--- src/rtl/axi_s2mm_pkg.sv ---
// rtl/axi_s2mm_pkg.sv - shared types, AXI constants and 4 KB boundary helper for the S2MM burst writer
//
// Contents:
//   state_e            : control FSM states (IDLE, ADDR, DATA, RESP, DONE)
//   AXI_BURST_INCR     : awburst encoding for incrementing bursts
//   AXI_RESP_OKAY      : bresp value treated as success
//   AXI_CACHE_DEFAULT  : awcache (bufferable, modifiable)
//   AXI_PROT_DEFAULT   : awprot (unprivileged, secure, data)
//   beats_to_4k()      : beats remaining before the next 4 KB address boundary

package axi_s2mm_pkg;

  typedef enum logic [2:0] {
    IDLE = 3'd0,
    ADDR = 3'd1,
    DATA = 3'd2,
    RESP = 3'd3,
    DONE = 3'd4
  } state_e;

  localparam logic [1:0] AXI_BURST_INCR    = 2'b01;
  localparam logic [1:0] AXI_RESP_OKAY     = 2'b00;
  localparam logic [3:0] AXI_CACHE_DEFAULT = 4'b0011;
  localparam logic [2:0] AXI_PROT_DEFAULT  = 3'b000;

  // addr_low is the byte offset inside the current 4 KB page; the address is
  // beat-aligned, so the result is always at least 1.
  function automatic logic [12:0] beats_to_4k(input logic [11:0] addr_low,
                                              input int          size_log2);
    logic [12:0] bytes_left;
    bytes_left = 13'h1000 - {1'b0, addr_low};
    return bytes_left >> size_log2;
  endfunction

endpackage

--- src/rtl/axi_s2mm_burst_calc.sv ---
// rtl/axi_s2mm_burst_calc.sv - combinational burst length selection (min of remaining, MAX_BURST, 4 KB room)
//
// Parameters:
//   DATA_W, LEN_W, MAX_BURST : as in the top module
//   SPLIT_EN                 : 1 = never let a burst cross a 4 KB boundary
// Ports:
//   i_addr_low   : low 12 bits of the current beat-aligned burst address
//   i_remaining  : beats still to be written for the command
//   o_burst      : beats in the next burst (1..MAX_BURST while i_remaining > 0)

module axi_s2mm_burst_calc
  import axi_s2mm_pkg::*;
#(
  parameter int DATA_W    = 64,
  parameter int LEN_W     = 23,
  parameter int MAX_BURST = 16,
  parameter bit SPLIT_EN  = 1'b0
) (
  input  logic [11:0]      i_addr_low,
  input  logic [LEN_W-1:0] i_remaining,
  output logic [8:0]       o_burst
);

  localparam int SIZE_LOG2 = $clog2(DATA_W / 8);

  logic [LEN_W-1:0] max_term;
  logic [LEN_W-1:0] page_term;
  logic [LEN_W-1:0] bound_term;
  logic [LEN_W-1:0] lim;

  always_comb begin
    max_term   = LEN_W'(MAX_BURST);
    page_term  = LEN_W'(beats_to_4k(i_addr_low, SIZE_LOG2));
    // Without the split the page term simply collapses onto MAX_BURST.
    bound_term = SPLIT_EN ? page_term : max_term;
    lim        = i_remaining;
    if (max_term < lim) begin
      lim = max_term;
    end
    if (bound_term < lim) begin
      lim = bound_term;
    end
    o_burst = 9'(lim);
  end

endmodule

--- src/rtl/axi_s2mm_burst_writer.sv ---
// rtl/axi_s2mm_burst_writer.sv - stream-to-memory-mapped AXI4 burst writer, one burst in flight
//
// Optional feature macro: S2MM_4K_SPLIT_EN (defined = split bursts at 4 KB boundaries).
//
// Ports:
//   clk, rst                     : clock, synchronous active-high reset
//   i_wr_cmd_addr/length/req     : command (start byte address, byte length, request)
//   o_wr_cmd_ack                 : 1-cycle pulse when a command is accepted
//   i_wr_valid/i_wr_data/o_wr_ready : write data stream, passed through to the W channel
//   o_write_finish/o_write_error : 1-cycle completion pulse, error qualifier (any non-OKAY bresp)
//   hp_aw*, hp_w*, hp_b*         : AXI4 write address, write data and write response channels

module axi_s2mm_burst_writer
  import axi_s2mm_pkg::*;
#(
  parameter int DATA_W    = 64,
  parameter int ADDR_W    = 32,
  parameter int LEN_W     = 23,
  parameter int MAX_BURST = 16,
  parameter int AXI_ID    = 0
) (
  input  logic                  clk,
  input  logic                  rst,
  input  logic [ADDR_W-1:0]     i_wr_cmd_addr,
  input  logic [LEN_W-1:0]      i_wr_cmd_length,
  input  logic                  i_wr_cmd_req,
  output logic                  o_wr_cmd_ack,
  input  logic                  i_wr_valid,
  input  logic [DATA_W-1:0]     i_wr_data,
  output logic                  o_wr_ready,
  output logic                  o_write_finish,
  output logic                  o_write_error,
  output logic                  hp_awvalid,
  input  logic                  hp_awready,
  output logic [3:0]            hp_awid,
  output logic [ADDR_W-1:0]     hp_awaddr,
  output logic [7:0]            hp_awlen,
  output logic [2:0]            hp_awsize,
  output logic [1:0]            hp_awburst,
  output logic [2:0]            hp_awprot,
  output logic [3:0]            hp_awcache,
  output logic [DATA_W-1:0]     hp_wdata,
  output logic [DATA_W/8-1:0]   hp_wstrb,
  output logic                  hp_wlast,
  output logic                  hp_wvalid,
  input  logic                  hp_wready,
  input  logic [1:0]            hp_bresp,
  input  logic                  hp_bvalid,
  output logic                  hp_bready
);

  localparam int BPB       = DATA_W / 8;
  localparam int SIZE_LOG2 = $clog2(BPB);

`ifdef S2MM_4K_SPLIT_EN
  localparam bit SPLIT_EN = 1'b1;
`else
  localparam bit SPLIT_EN = 1'b0;
`endif

  state_e            state_q, state_d;
  logic [ADDR_W-1:0] addr_q, addr_d;
  logic [LEN_W-1:0]  remaining_q, remaining_d;
  logic [8:0]        burst_q, burst_d;
  logic [8:0]        beat_q, beat_d;
  logic              err_q, err_d;
  logic              ack_q, ack_d;
  logic              finish_q, finish_d;
  logic              error_q, error_d;

  logic [8:0]        calc_burst;
  logic [LEN_W-1:0]  cmd_beats;
  logic [LEN_W-1:0]  rem_after;
  logic              in_addr, in_data, in_resp;
  logic              last_beat;

  axi_s2mm_burst_calc #(
    .DATA_W    (DATA_W),
    .LEN_W     (LEN_W),
    .MAX_BURST (MAX_BURST),
    .SPLIT_EN  (SPLIT_EN)
  ) u_burst_calc (
    .i_addr_low  (addr_q[11:0]),
    .i_remaining (remaining_q),
    .o_burst     (calc_burst)
  );

  // Trailing bytes that do not fill a whole beat are dropped.
  assign cmd_beats = i_wr_cmd_length >> SIZE_LOG2;

  assign in_addr   = (state_q == ADDR);
  assign in_data   = (state_q == DATA);
  assign in_resp   = (state_q == RESP);
  assign last_beat = (beat_q == burst_q - 9'd1);

  // AW fields come straight from registers that do not change while in ADDR,
  // so they stay stable for the whole handshake.
  assign hp_awvalid = in_addr;
  assign hp_awid    = in_addr ? 4'(AXI_ID) : 4'd0;
  assign hp_awaddr  = in_addr ? addr_q : '0;
  assign hp_awlen   = in_addr ? 8'(calc_burst - 9'd1) : 8'd0;
  assign hp_awsize  = in_addr ? 3'(SIZE_LOG2) : 3'd0;
  assign hp_awburst = in_addr ? AXI_BURST_INCR : 2'b00;
  assign hp_awcache = in_addr ? AXI_CACHE_DEFAULT : 4'd0;
  assign hp_awprot  = in_addr ? AXI_PROT_DEFAULT : 3'd0;

  // W channel is a zero-latency pass-through of the input stream during DATA.
  assign hp_wvalid  = in_data & i_wr_valid;
  assign o_wr_ready = in_data & hp_wready;
  assign hp_wdata   = in_data ? i_wr_data : '0;
  assign hp_wstrb   = in_data ? '1 : '0;
  assign hp_wlast   = in_data & last_beat;

  assign hp_bready  = in_resp;

  assign o_wr_cmd_ack   = ack_q;
  assign o_write_finish = finish_q;
  assign o_write_error  = error_q;

  always_comb begin
    state_d     = state_q;
    addr_d      = addr_q;
    remaining_d = remaining_q;
    burst_d     = burst_q;
    beat_d      = beat_q;
    err_d       = err_q;
    ack_d       = 1'b0;
    finish_d    = 1'b0;
    error_d     = 1'b0;
    rem_after   = remaining_q - LEN_W'(burst_q);

    unique case (state_q)
      IDLE: begin
        if (i_wr_cmd_req) begin
          addr_d      = i_wr_cmd_addr & ~ADDR_W'(BPB - 1);
          remaining_d = cmd_beats;
          burst_d     = 9'd0;
          beat_d      = 9'd0;
          ack_d       = 1'b1;
          state_d     = (cmd_beats == '0) ? DONE : ADDR;
        end
      end
      ADDR: begin
        if (hp_awready) begin
          burst_d = calc_burst;
          beat_d  = 9'd0;
          state_d = DATA;
        end
      end
      DATA: begin
        if (hp_wvalid && hp_wready) begin
          if (last_beat) begin
            state_d = RESP;
          end else begin
            beat_d = beat_q + 9'd1;
          end
        end
      end
      RESP: begin
        if (hp_bvalid) begin
          err_d       = err_q | (hp_bresp != AXI_RESP_OKAY);
          addr_d      = addr_q + (ADDR_W'(burst_q) << SIZE_LOG2);
          remaining_d = rem_after;
          state_d     = (rem_after != '0) ? ADDR : DONE;
        end
      end
      DONE: begin
        finish_d = 1'b1;
        error_d  = err_q;
        err_d    = 1'b0;
        state_d  = IDLE;
      end
      default: begin
        state_d = IDLE;
      end
    endcase
  end

  always_ff @(posedge clk) begin
    if (rst) begin
      state_q     <= IDLE;
      addr_q      <= '0;
      remaining_q <= '0;
      burst_q     <= 9'd0;
      beat_q      <= 9'd0;
      err_q       <= 1'b0;
      ack_q       <= 1'b0;
      finish_q    <= 1'b0;
      error_q     <= 1'b0;
    end else begin
      state_q     <= state_d;
      addr_q      <= addr_d;
      remaining_q <= remaining_d;
      burst_q     <= burst_d;
      beat_q      <= beat_d;
      err_q       <= err_d;
      ack_q       <= ack_d;
      finish_q    <= finish_d;
      error_q     <= error_d;
    end
  end

endmodule

--- config.mk ---
export PLATFORM = sky130hd
export DESIGN_NAME = axi_s2mm_burst_writer
export DESIGN_NICKNAME = d
export VERILOG_FILES = /design/src/rtl/axi_s2mm_pkg.sv /design/src/rtl/axi_s2mm_burst_calc.sv /design/src/rtl/axi_s2mm_burst_writer.sv
export SDC_FILE = /design/constraint.sdc
export NUM_CORES = 1
export LEC_CHECK = 0
export CORE_MARGIN = 3
export CORE_UTILIZATION = 45
export DETAILED_ROUTE_END_ITERATION = 8
export PLACE_DENSITY = 0.87
export SYNTH_ARGS = -nofsm -noshare
export SYNTH_HDL_FRONTEND = slang
export SYNTH_SLANG_ARGS = --single-unit
--- constraint.sdc ---
create_clock -name clk -period 3.15 [get_ports clk]
set_input_delay 0.315 -clock clk [delete_from_list [all_inputs] [get_ports clk]]
set_output_delay 0.315 -clock clk [all_outputs]
set_load 0.1 [all_outputs]
; Word level (Yosys, flattened, before mapping)
; Cells that the tools add are included.
[classes]
div_mod_pow = 0
muxes = 34
shifts = 0
n_addsub = 5
eq_ne = 11
n_bitwise = 6
order_cmp = 2
n_mul = 0
reduce_logical = 16
[op_table]
columns = op, count
row1 = 32-bit 2-to-1 mux, 3
row2 = 23-bit 2-to-1 mux, 3
row3 = 64-bit 2-to-1 mux, 1
row4 = 32-bit case mux with 2 select lines, 1
row5 = 9-bit 2-to-1 mux, 6
row6 = 5-bit by 23-bit < comparator with 1-bit output (first input constant), 2
row7 = 23-bit case mux with 2 select lines, 1
row8 = 32-bit by 12-bit adder with 32-bit output, 1
row9 = 9-bit case mux with 3 select lines, 1
row10 = 23-bit logical NOT, 1
row11 = 23-bit nonzero test, 1
row12 = 23-bit by 9-bit subtractor with 23-bit output, 1
row13 = 3-bit 2-to-1 mux, 7
row14 = 9-bit case mux with 2 select lines, 1
row15 = 8-bit 2-to-1 mux, 2
row16 = 3-bit case mux with 4 select lines, 1
row17 = 5-bit AND reduction, 2
row18 = 9-bit by 1-bit adder with 9-bit output (second input constant), 1
row19 = 9-bit equality test, 1
row20 = 9-bit by 1-bit subtractor with 9-bit output (second input constant), 1
row21 = 2-bit inequality test (second input constant), 4
row22 = 2-bit nonzero test, 4
row23 = 8-bit by 1-bit subtractor with 8-bit output (second input constant), 1
row24 = 3-bit by 2-bit equality test with 1-bit output (second input constant), 2
row25 = 15 further kinds, 25
[word_totals]
mem_bits_ro = 0
mem_count = 0
wordCells = 83
output_inout_bits = 136
latch_bits = 0
input_bits = 128
ramBits = 0
reg_bits = 80

; Logic depth before layout (Yosys ltp)
; Gate-level depths: netlist (run 1).
[logic_depth]
word_depth = 6
depth_mapped = 12
depth_no_buf = 11

; Hierarchy
; A second synthesis (run 1) with hierarchy kept.
[unflattened]
hier_cells = 902
area_unflattened_um2 = 6593.8
[modules_own_cells]
columns = mod, cells_per_inst, area_per_inst_um2, instances, seq_area_each_um2
row1 = axi_s2mm_burst_writer, 881, 6443.7, 1, 1541.5
row2 = axi_s2mm_burst_calc, 21, 150.1, 1, 0.0

; Worst setup path after synthesis (run 1)
; No wires, ideal clock.
[synth_timing]
path_type = register -> output
from = register remaining_q[15]
to = output port hp_awlen[4]
arrival_ns = 3.822
path_buffers = 0
slack_ns = -0.987
path_stages_with_launch = 10
required_ns = 2.835
path_cell_list = dfxtp_1 -> or4_4 -> nor4_2 -> nor2b_1 -> nand4_1 -> a21oi_2 -> nand2_1 -> ha_1 -> or2_2 -> a21oi_1
[synth_via]
elab_chain_len = 6
[synth_rtl]
columns = element, line
row1 = "start, declared", axi_s2mm_burst_writer.sv:63  ; logic [LEN_W-1:0] remaining_q, remaining_d;
row2 = "start signal, assigned", axi_s2mm_burst_writer.sv:193  ; remaining_q <= remaining_d;
row3 = 5-bit by 23-bit < comparator with 1-bit output, axi_s2mm_burst_calc.sv:37  ; if (max_term < lim) begin
row4 = 23-bit 2-to-1 mux *, axi_s2mm_burst_calc.sv:37
row5 = 5-bit by 23-bit < comparator with 1-bit output, axi_s2mm_burst_calc.sv:40  ; if (bound_term < lim) begin
row6 = 9-bit 2-to-1 mux *, axi_s2mm_burst_calc.sv:40
row7 = 8-bit by 1-bit subtractor with 8-bit output *, axi_s2mm_burst_writer.sv:101  ; assign hp_awlen = in_addr ? 8'(calc_burst - 9'd1) : 8'd0;
row8 = 8-bit 2-to-1 mux *, axi_s2mm_burst_writer.sv:101
row9 = "end, declared", axi_s2mm_burst_writer.sv:37  ; output logic [7:0] hp_awlen,
; Every way passes the cells marked *; elsewhere a longest branch is shown, timed or not.

; Worst setup path after layout (run 1)
[layout_timing]
from = register remaining_q[14]
to = output port hp_awlen[4]
; The elaborated chain is that of the path after synthesis.

==> results.toml, run 1 <==
[status]
outcome = "complete, but fails checks"
violations = "negative setup slack"

[synthesis]
synth_compound_area_share_pct = 23.64
ys_seq_area_share_pct = 23.77
synth.mux.area_fraction_pct = 2.316
synth_cells = 879
yosys.area_share.simple_pct = 32.25
ys_ff_latch = 77
synth_ff_type = "dfxtp_1"
avgSynthCellArea_um2 = 7.376
async_reset_ff_share_pct = 0
ys_types = 72
yosysWarnings = 0
synthXorXnorAreaFrac_pct = 4.052
synthAdderAreaFrac_pct = 4.670
synth_area_um2 = 6484
synth_top_family_by_area = "simple AND/OR/NAND/NOR gates"
synth_edf_count = 0

[sta]
fin_crit_ps = 3242
tightest_slew_ps = 968.2
holdWs_ps = 404.6
fin_crit_sh_pct = 102.9
setup_viol = 2
fmax_ghz = 0.3085
worst_clock_skew_ps = 8.227
rsz0062_at_grt = "true"
fin_ws_ps = -91.82
hold_viol = 0
slew_viol_final = 0
relSlewSlack_pct = 35.25

[cts]
insertion_delay_ps = 350
cts_tree = "built"
path_clk_slew_ps = 60
htreeDepth = 3
cts_root_buf = "clkbuf_16"
cts.sinks = 77
numCtsBuffers = 9
hold_buffers = 0
clockBufferDepth = 2

[grt]
antenna_found_initial = 2
grt_pass1_wl_mm = 41.27
grt_max_degree = 74
grt_pass1_vias = 7484
grtUsageTotal_pct = 32.25
overflow = 0

[critical_path]
start_kind = "flip-flop"
path_delay_family = "simple AND/OR/NAND/NOR gates"
cp_data_arrival_time_ps = 2930
path_buf_inv = 1
cp_slowest_stage_delay_ps = 560
path_max_fanout = 3
cp-end-kind = "primary output"
path_cells = "or4_4 -> nor4_4 -> nor2b_4 -> nand4_1 -> a21oi_2 -> nand2_1 -> ha_2 -> or2_4 -> a21oi_4 -> buf_12"
worstPathRequired_ps = 2830
crit_slowest_cell = "or4_4"
crit_type = "flip-flop to primary output"

[route]
drt_iter0_drc = 1027
drt-total-wl_mm = 26.59
routedWlPerCell_um = 20.65
vias = 7815
routed_via_density = 6.068
drcViolationCount = 0
postRouteAntennaNets = 0
dr.pass1.iters = 6

[power]
p_int_w = 0.004441
share_seq_of_total_power_pct = 14.2
clkPwrFrac_pct = 10.9
ir_drop_mv = 0.5787
comb_power_share_pct = 74.9
p_leak_nw = 4.255
p_per_area_nw_per_um2 = 945.6
p_sw_w = 0.005506
switching_share_pct = 55.35

[final_layout]
layout_commonest_cell = "clkdlybuf4s50_1"
nNetsFinal = 1256
final_cell_mix = "clkdlybuf4s50_1 (123), buf_12 (115), and2_1 (100), nor2_1 (77), dfxtp_1 (75)"
syn2layout_area_growth_pct = 62.23
n_antenna_cell = 0
layout-drive-gt1-share_pct = 18.68

[place]
post-place-ws_ps = 9.630
io_buffers = 243
routabilityCongestion = 0.9422
dpl.hpwl_mm = 20.10

[floorplan]
rows = 43
initial_core_util_pct = 46.35
die_area_um2 = 15880
fp.dieH_um = 126.0
dieWidth_um = 126.0
coreArea_um2 = 13990
ios = 264

[hold_path]
hold_class = "input port to flip-flop"

[flow_run]
maxCapViolations = 0
[final timing paths]
check	startpoint	to	slack (ps)	depth (start not counted)
worst max-delay path	remaining_q[14]$_SDFFE_PP0P_	hp_awlen[4]	-90	10
worst min-delay path	rst	remaining_q[5]$_SDFFE_PP0P_	400	2
worst max register to register	burst_q[5]$_SDFFE_PP0P_	state_q[0]$_SDFFE_PP0P_	120	11
worst min register to register	err_q$_SDFFE_PP0P_	o_write_error$_SDFF_PP0_	450	2
[through the flow]
| step | std cells | cell area, µm² | util, % | total power (W) | TNS [ps] |
|---|---|---|---|---|---|
| after floorplan | 892 | 6560 | - | 0.006273 | -109.8 |
| after global placement | 1268 | 10150 | 72.53 | 0.008553 | 0 |
| after detailed placement | 1268 | 10150 | 72.53 | 0.008677 | 0 |
| after CTS | 1287 | 10500 | 75.09 | 0.009848 | -126.9 |
| after global routing | 1288 | 10520 | 75.20 | 0.01033 | -503.2 |
| final | 1288 | 10520 | 75.20 | 0.009947 | -127.2 |
[sequential cells by signal, summed over array words and instances, names as in the netlist]
signal          flops
o_write_error       1
state_q             3
err_q               1
burst_q             9
beat_q              9
o_wr_cmd_ack        1
remaining_q        23
addr_q             29
o_write_finish      1
[power by group through the flow]
stage | Sequential, W | Combinational, W | Clock (W)
6_report | 0.00142 | 0.00745 | 0.00108
5_1_grt | 0.00144 | 0.00777 | 0.00112
4_1_cts | 0.00140 | 0.00737 | 0.00108
3_5_place_dp | 0.00142 | 0.00726 | 0
3_3_place_gp | 0.00141 | 0.00714 | 0
2_1_floorplan | 0.00134 | 0.00493 | 0
[cell families (layout without fill, tap and decap cells)]
family / Yosys count / after routing
simple gates: 392 / 392
compound gates: 225 / 225
buf+inv: 116 / 332
flops: 77 / 77
xor+xnor: 30 / 30
fa+ha+maj: 23 / 23
mux: 15 / 15
other cells: 1 / 14
[worst reg2reg max path, cell delays in order (launching register included)]
cell and delay (ps):
dfxtp_1 340, inv_1 150, ha_1 490, nand2_1 160, a2111oi_0 500, buf_4 190
a311oi_1 60, a2111oi_1 530, buf_4 200, o21ai_1 80, o211ai_2 150, nand2_1 70
[synth_stat cells, drive strengths merged, types with 4 or more instances]
master	count	area share (%)
mux2i	15	2.3
nand3	29	2.2
o21ai	29	2.2
nand4	19	1.8
o211a	4	0.62
xnor2	11	1.5
a311oi	12	1.6
or3	4	0.41
inv	35	2.0
dfxtp	77	24
a21o	8	0.95
a2111oi	8	1.1
or2	7	0.71
clkbuf	50	3.5
nor3	19	1.5
a221oi	11	1.5
nand2	71	4.1
nor4	14	1.9
o21a	10	1.2
o211ai	11	1.4
ha	21	4.1
buf	31	3.7
a211oi	13	1.5
and3	19	1.8
nor2b	8	0.77
xor2	19	2.6
a21oi	70	5.6
nand2b	8	0.77
a31oi	20	2.1
and2	100	9.6
a22oi	6	0.69
nor2	79	4.6
[metal layers]
metal,global-route usage [%],routed length (µm)
met5,0,24
met4,12.05,950
met3,7.209,2518
met2,51.86,12800
met1,42.39,10300
[area by class of cell]
| type | instances | area [µm²] |
|---|---|---|
| multi-input cells | 699 | 4451 |
| repair buffers | 283 | 3869 |
| fillers | 951 | 3470 |
| flip-flops and latches | 77 | 1544 |
| clock buffers | 11 | 252.7 |
| well taps | 180 | 225.2 |
| inverters | 35 | 131.4 |
| clock inverters | 3 | 46.29 |
[what timing repair did]
| action | in CTS | in global routing |
|---|---|---|
| buffers inserted | 5 | 1 |
| resized for setup | 5 | 5 |
| setup endpoints to repair | 4 | 10 |
| pin swaps | 6 | 4 |
(Power assumes the default switching activity.)
==> run 2, diff against run 1 <==
--- a/config.mk
+++ b/config.mk
@@ -9,6 +9,7 @@
 export CORE_UTILIZATION = 45
 export DETAILED_ROUTE_END_ITERATION = 8
 export PLACE_DENSITY = 0.87
+export SKIP_CTS_REPAIR_TIMING = 1
 export SYNTH_ARGS = -nofsm -noshare
 export SYNTH_HDL_FRONTEND = slang
 export SYNTH_SLANG_ARGS = --single-unit
==> results.toml, run 2 (synthesized netlist as in run 1, its figures left out) <==
[status]
outcome = "complete, but fails checks"
violations = "negative setup slack"

[final_layout]
max_flop_register = "addr_q"
layout-drive-gt1-share_pct = 18.55
syn2layout_area_growth_pct = 62.25
layout_commonest_cell = "clkdlybuf4s50_1"
design_area_um2 = 10520
largestRegisters = "addr_q: 29 flops, remaining_q: 23 flops"
largest_reg_flops = 29
final_core_util_pct = 75.21
filler_cell_count = 954
finalNonFillerCells = 1285
final_cell_mix = "clkdlybuf4s50_1 (123), buf_12 (115), and2_1 (100), nor2_1 (77), dfxtp_1 (76)"
nNetsFinal = 1253
n_antenna_cell = 0

[critical_path]
crit_slowest_cell = "or4_4"
path_cells = "or4_4 -> nor4_4 -> nor2b_4 -> nand4_1 -> a21oi_2 -> nand2_1 -> ha_2 -> or2_4 -> a21oi_4 -> buf_12"
start_kind = "flip-flop"
cp_slowest_stage_delay_ps = 570
cp_data_arrival_time_ps = 3090
crit_type = "flip-flop to primary output"
worstPathRequired_ps = 2830
cp-end-kind = "primary output"
path_max_fanout = 5

[power]
ir_drop_mv = 0.5873
totalPowerFinal_w = 0.009933
p_leak_nw = 4.244
p_per_area_nw_per_um2 = 944.2

[cts]
cts_root_buf = "clkbuf_16"
cts_tree = "built"
path_clk_slew_ps = 60
insertion_delay_ps = 350
htreeDepth = 3
clockBufferDepth = 2
cts.sinks = 77
numCtsBuffers = 9

[route]
drt_iter0_drc = 1095
postRouteAntennaNets = 0
routedWlPerCell_um = 20.85
dr.pass1.iters = 5
drt-total-wl_mm = 26.79
vias = 7811
routed_via_density = 6.079
drcViolationCount = 0

[sta]
fin_crit_ps = 3404
fmax_ghz = 0.2938
fin_crit_sh_pct = 108.1
relSlewSlack_pct = 35.31
setup_viol = 4
fin_ws_ps = -254.3
hold_viol = 0
slew_viol_final = 0
rsz0062_at_grt = "true"
worst_clock_skew_ps = 9.723
tightest_slew_ps = 967.4

[grt]
grt_pass1_wl_mm = 41.07
overflow = 0
grt_max_degree = 74
grtUsageTotal_pct = 32.06
grt_pass1_vias = 7466
antenna_found_initial = 2

[floorplan]
fp.dieH_um = 126.0
rows = 43
coreArea_um2 = 13990
initial_core_util_pct = 46.35
ios = 264
dieWidth_um = 126.0
die_area_um2 = 15880

[place]
dpl.hpwl_mm = 20.10
dp_cells = 1268
placed_cell_area_um2 = 10150
routabilityCongestion = 0.9422
io_buffers = 243

[flow_run]
maxCapViolations = 0

[hold_path]
hold_class = "input port to flip-flop"
run 2: cell count changes in the layout (fill, tap and decap cells not counted), sizes merged:
| cell | delta |
|---|---|
| buf | -3 |
run 2: final timing paths:
kind	start	endpoint	slack, ps	cells after the start
max	remaining_q[16]$_SDFFE_PP0P_	hp_awlen[4]	-250	10
min	rst	remaining_q[5]$_SDFFE_PP0P_	410	2
max reg2reg	burst_q[5]$_SDFFE_PP0P_	state_q[0]$_SDFFE_PP0P_	90	11
min reg2reg	err_q$_SDFFE_PP0P_	o_write_error$_SDFF_PP0_	450	2
run 2: through the flow:
step	setup TNS [ps]	setup WS [ps]	hold slack [ps]
6_report	-638.2	-254.3	407.4
5_1_grt	-1366	-376.6	434.4
4_1_cts	-726.0	-367.8	406.4
3_5_place_dp	0	9.630	445.3
3_3_place_gp	0	137.5	437.3
2_1_floorplan	-109.8	-109.8	423.0
run 2: worst max-delay path, delay by kind of cell, from the launching register on:
| family | cells | cell delay, ps |
|---|---|---|
| AND/OR/NAND/NOR | 6 | 1560 |
| AO/OA/AOI/OAI | 2 | 460 |
| adder cells (fa/ha/maj) | 1 | 200 |
| flip-flops | 1 | 320 |
| buffers and inverters | 1 | 190 |
run 2: metal layers:
metal | up-vias | global-route usage, % | part of all wire [%]
li1 | 3563 | - | -
met3 | 89 | 7.337 | 9.2
met5 | - | 0 | 0.12
met1 | 3633 | 41.99 | 39
met4 | 4 | 11.80 | 3.5
met2 | 522 | 51.71 | 48
run 2: layout make-up:
class | count | area, µm² | area share (%)
clock buffers | 11 | 252.7 | 2.402
clock inverters | 3 | 46.29 | 0.4401
inverters | 35 | 131.4 | 1.249
multi-input cells | 699 | 4472 | 42.51
flip-flops and latches | 77 | 1543 | 14.66
well taps | 180 | 225.2 | 2.141
repair buffers | 280 | 3850 | 36.60
run 2: power breakdown:
group	internal (W)	total (W)	switching [W]
logic	0.00261	0.00744	0.00483
registers	0.00116	0.00142	0.000259
clock network	0.000650	0.00108	0.000427
==> run 3, diff against run 2 <==
--- a/config.mk
+++ b/config.mk
@@ -8,7 +8,7 @@
 export CORE_MARGIN = 3
 export CORE_UTILIZATION = 45
 export DETAILED_ROUTE_END_ITERATION = 8
-export PLACE_DENSITY = 0.87
+export PLACE_DENSITY_LB_ADDON = 0.3
 export SKIP_CTS_REPAIR_TIMING = 1
 export SYNTH_ARGS = -nofsm -noshare
 export SYNTH_HDL_FRONTEND = slang
==> results.toml, run 3 (synthesized netlist as in run 1, its figures left out) <==
[status]
outcome = "complete, but fails checks"
violations = "negative setup slack"

[route]
top_layer = "met4"
dr.pass1.iters = 6
drt_iter0_drc = 818
drt-total-wl_mm = 24.37
routed_via_density = 5.809
met2WireLength_mm = 11.91
postRouteAntennaNets = 0
vias = 7453
routedWlPerCell_um = 18.99
drcViolationCount = 0
met1_length_mm = 9.892
met3_wirelength_mm = 1.970

[final_layout]
n_antenna_cell = 0
nNetsFinal = 1251
final_cell_mix = "clkdlybuf4s50_1 (123), buf_12 (116), and2_1 (100), nor2_1 (77), dfxtp_1 (76)"
syn2layout_area_growth_pct = 62.52
design_area_um2 = 10540
largestRegisters = "addr_q: 29 flops, remaining_q: 23 flops"
layout_commonest_cell = "clkdlybuf4s50_1"
layout-drive-gt1-share_pct = 18.50
max_flop_register = "addr_q"
largest_reg_flops = 29

[sta]
fmax_ghz = 0.2909
tightest_slew_ps = 1014
hold_viol = 0
fin_crit_ps = 3438
slew_viol_final = 0
fin_crit_sh_pct = 109.1
holdWs_ps = 471.3
rsz0062_at_grt = "true"
relSlewSlack_pct = 32.20
fin_ws_ps = -287.8
setup_viol = 4
worst_clock_skew_ps = 8.364

[cts]
cts_root_buf = "clkbuf_16"
numCtsBuffers = 9
htreeDepth = 3
path_clk_slew_ps = 60
cts_tree = "built"
clockBufferDepth = 2
insertion_delay_ps = 350
cts.sinks = 77

[critical_path]
path_delay_family = "simple AND/OR/NAND/NOR gates"
worstPathRequired_ps = 2830
cp-end-kind = "primary output"
crit_type = "flip-flop to primary output"
path_buf_inv = 2
cp_slowest_stage_delay_ps = 570
path_cells = "or4_4 -> nor4_4 -> nor2b_4 -> nand4_1 -> a21oi_4 -> nand2_2 -> ha_4 -> buf_4 -> xor2_2 -> nor2_4 -> buf_12"
start_kind = "flip-flop"
path_max_fanout = 4
cp_data_arrival_time_ps = 3120
crit_slowest_cell = "or4_4"

[power]
ir_drop_mv = 0.4722
p_per_area_nw_per_um2 = 941.1
p_leak_nw = 4.251

[grt]
grt_pass1_wl_mm = 37.67
grt_max_degree = 70
antenna_found_initial = 0
overflow = 0
grt_pass1_vias = 7037
grtUsageTotal_pct = 29.15

[flow_run]
maxCapViolations = 0

[place]
io_buffers = 243
placed_cell_area_um2 = 10140
dpl.hpwl_mm = 18.68
routabilityCongestion = 0.9406

[floorplan]
coreArea_um2 = 13990
ios = 264
rows = 43
initial_core_util_pct = 46.35
dieWidth_um = 126.0
die_area_um2 = 15880
fp.dieH_um = 126.0

[hold_path]
hold_class = "flip-flop to flip-flop"
==> run 3: changes by cell type in the layout (fill, tap and decap cells not counted), sizes merged <==
cell,previous run,this run
clkbuf,11,10
buf,157,155
clkinvlp,1,0
clkinv,1,2
bufinv,1,2
==> run 3: per-stage QoR <==
| stage | setup slack [ps] | total power [W] | setup TNS [ps] | util, % | std cells |
|---|---|---|---|---|---|
| CTS | -310.3 | 0.009766 | -478.5 | 74.70 | 1279 |
| floorplan | -109.8 | 0.006273 | -109.8 | - | 892 |
| global placement | 113.6 | 0.008544 | 0 | 72.46 | 1265 |
| detailed placement | 63.33 | 0.008620 | 0 | 72.46 | 1265 |
| global route | -371.8 | 0.01032 | -1322 | 75.33 | 1283 |
| finish | -287.8 | 0.009916 | -745.2 | 75.33 | 1283 |
==> run 3: routing by layer <==
layer	up-vias	global-route usage, %
met2	357	48.29
li1	3550	-
met3	57	6.743
met1	3489	38.25
met5	-	0
met4	0	7.886
==> run 3: worst paths after layout <==
path	start	endpoint	slack, ps	depth (start not counted)
worst min register to register	err_q$_SDFFE_PP0P_	o_write_error$_SDFF_PP0_	470	2
worst max register to register	burst_q[7]$_SDFFE_PP0P_	state_q[0]$_SDFFE_PP0P_	120	10
worst max-delay path	remaining_q[16]$_SDFFE_PP0P_	hp_awlen[2]	-290	11
worst min-delay path	err_q$_SDFFE_PP0P_	o_write_error$_SDFF_PP0_	470	2
==> run 3: area by class of cell <==
type                            count  area (µm²)
Sequential cell                    77        1543
Inverter                           35       131.4
Clock inverter                      4       73.82
Tap cell                          180       225.2
Multi-Input combinational cell    699        4482
Clock buffer                       10       239.0
Timing Repair Buffer              278        3844
Fill cell                        1010        3451
==> run 3: tightest hold or removal path: cells and delay by family, from the launching register on <==
family	cells	cell delay, ps
simple gates	1	60
buf+inv	1	70
flops	1	300
==> run 3: power by group <==
group / internal (W) / leakage (nW) / switching, W
Clock: 0.000707 / 0.154 / 0.000431
Combinational: 0.00262 / 3.47 / 0.00475
Sequential: 0.00116 / 0.630 / 0.000258
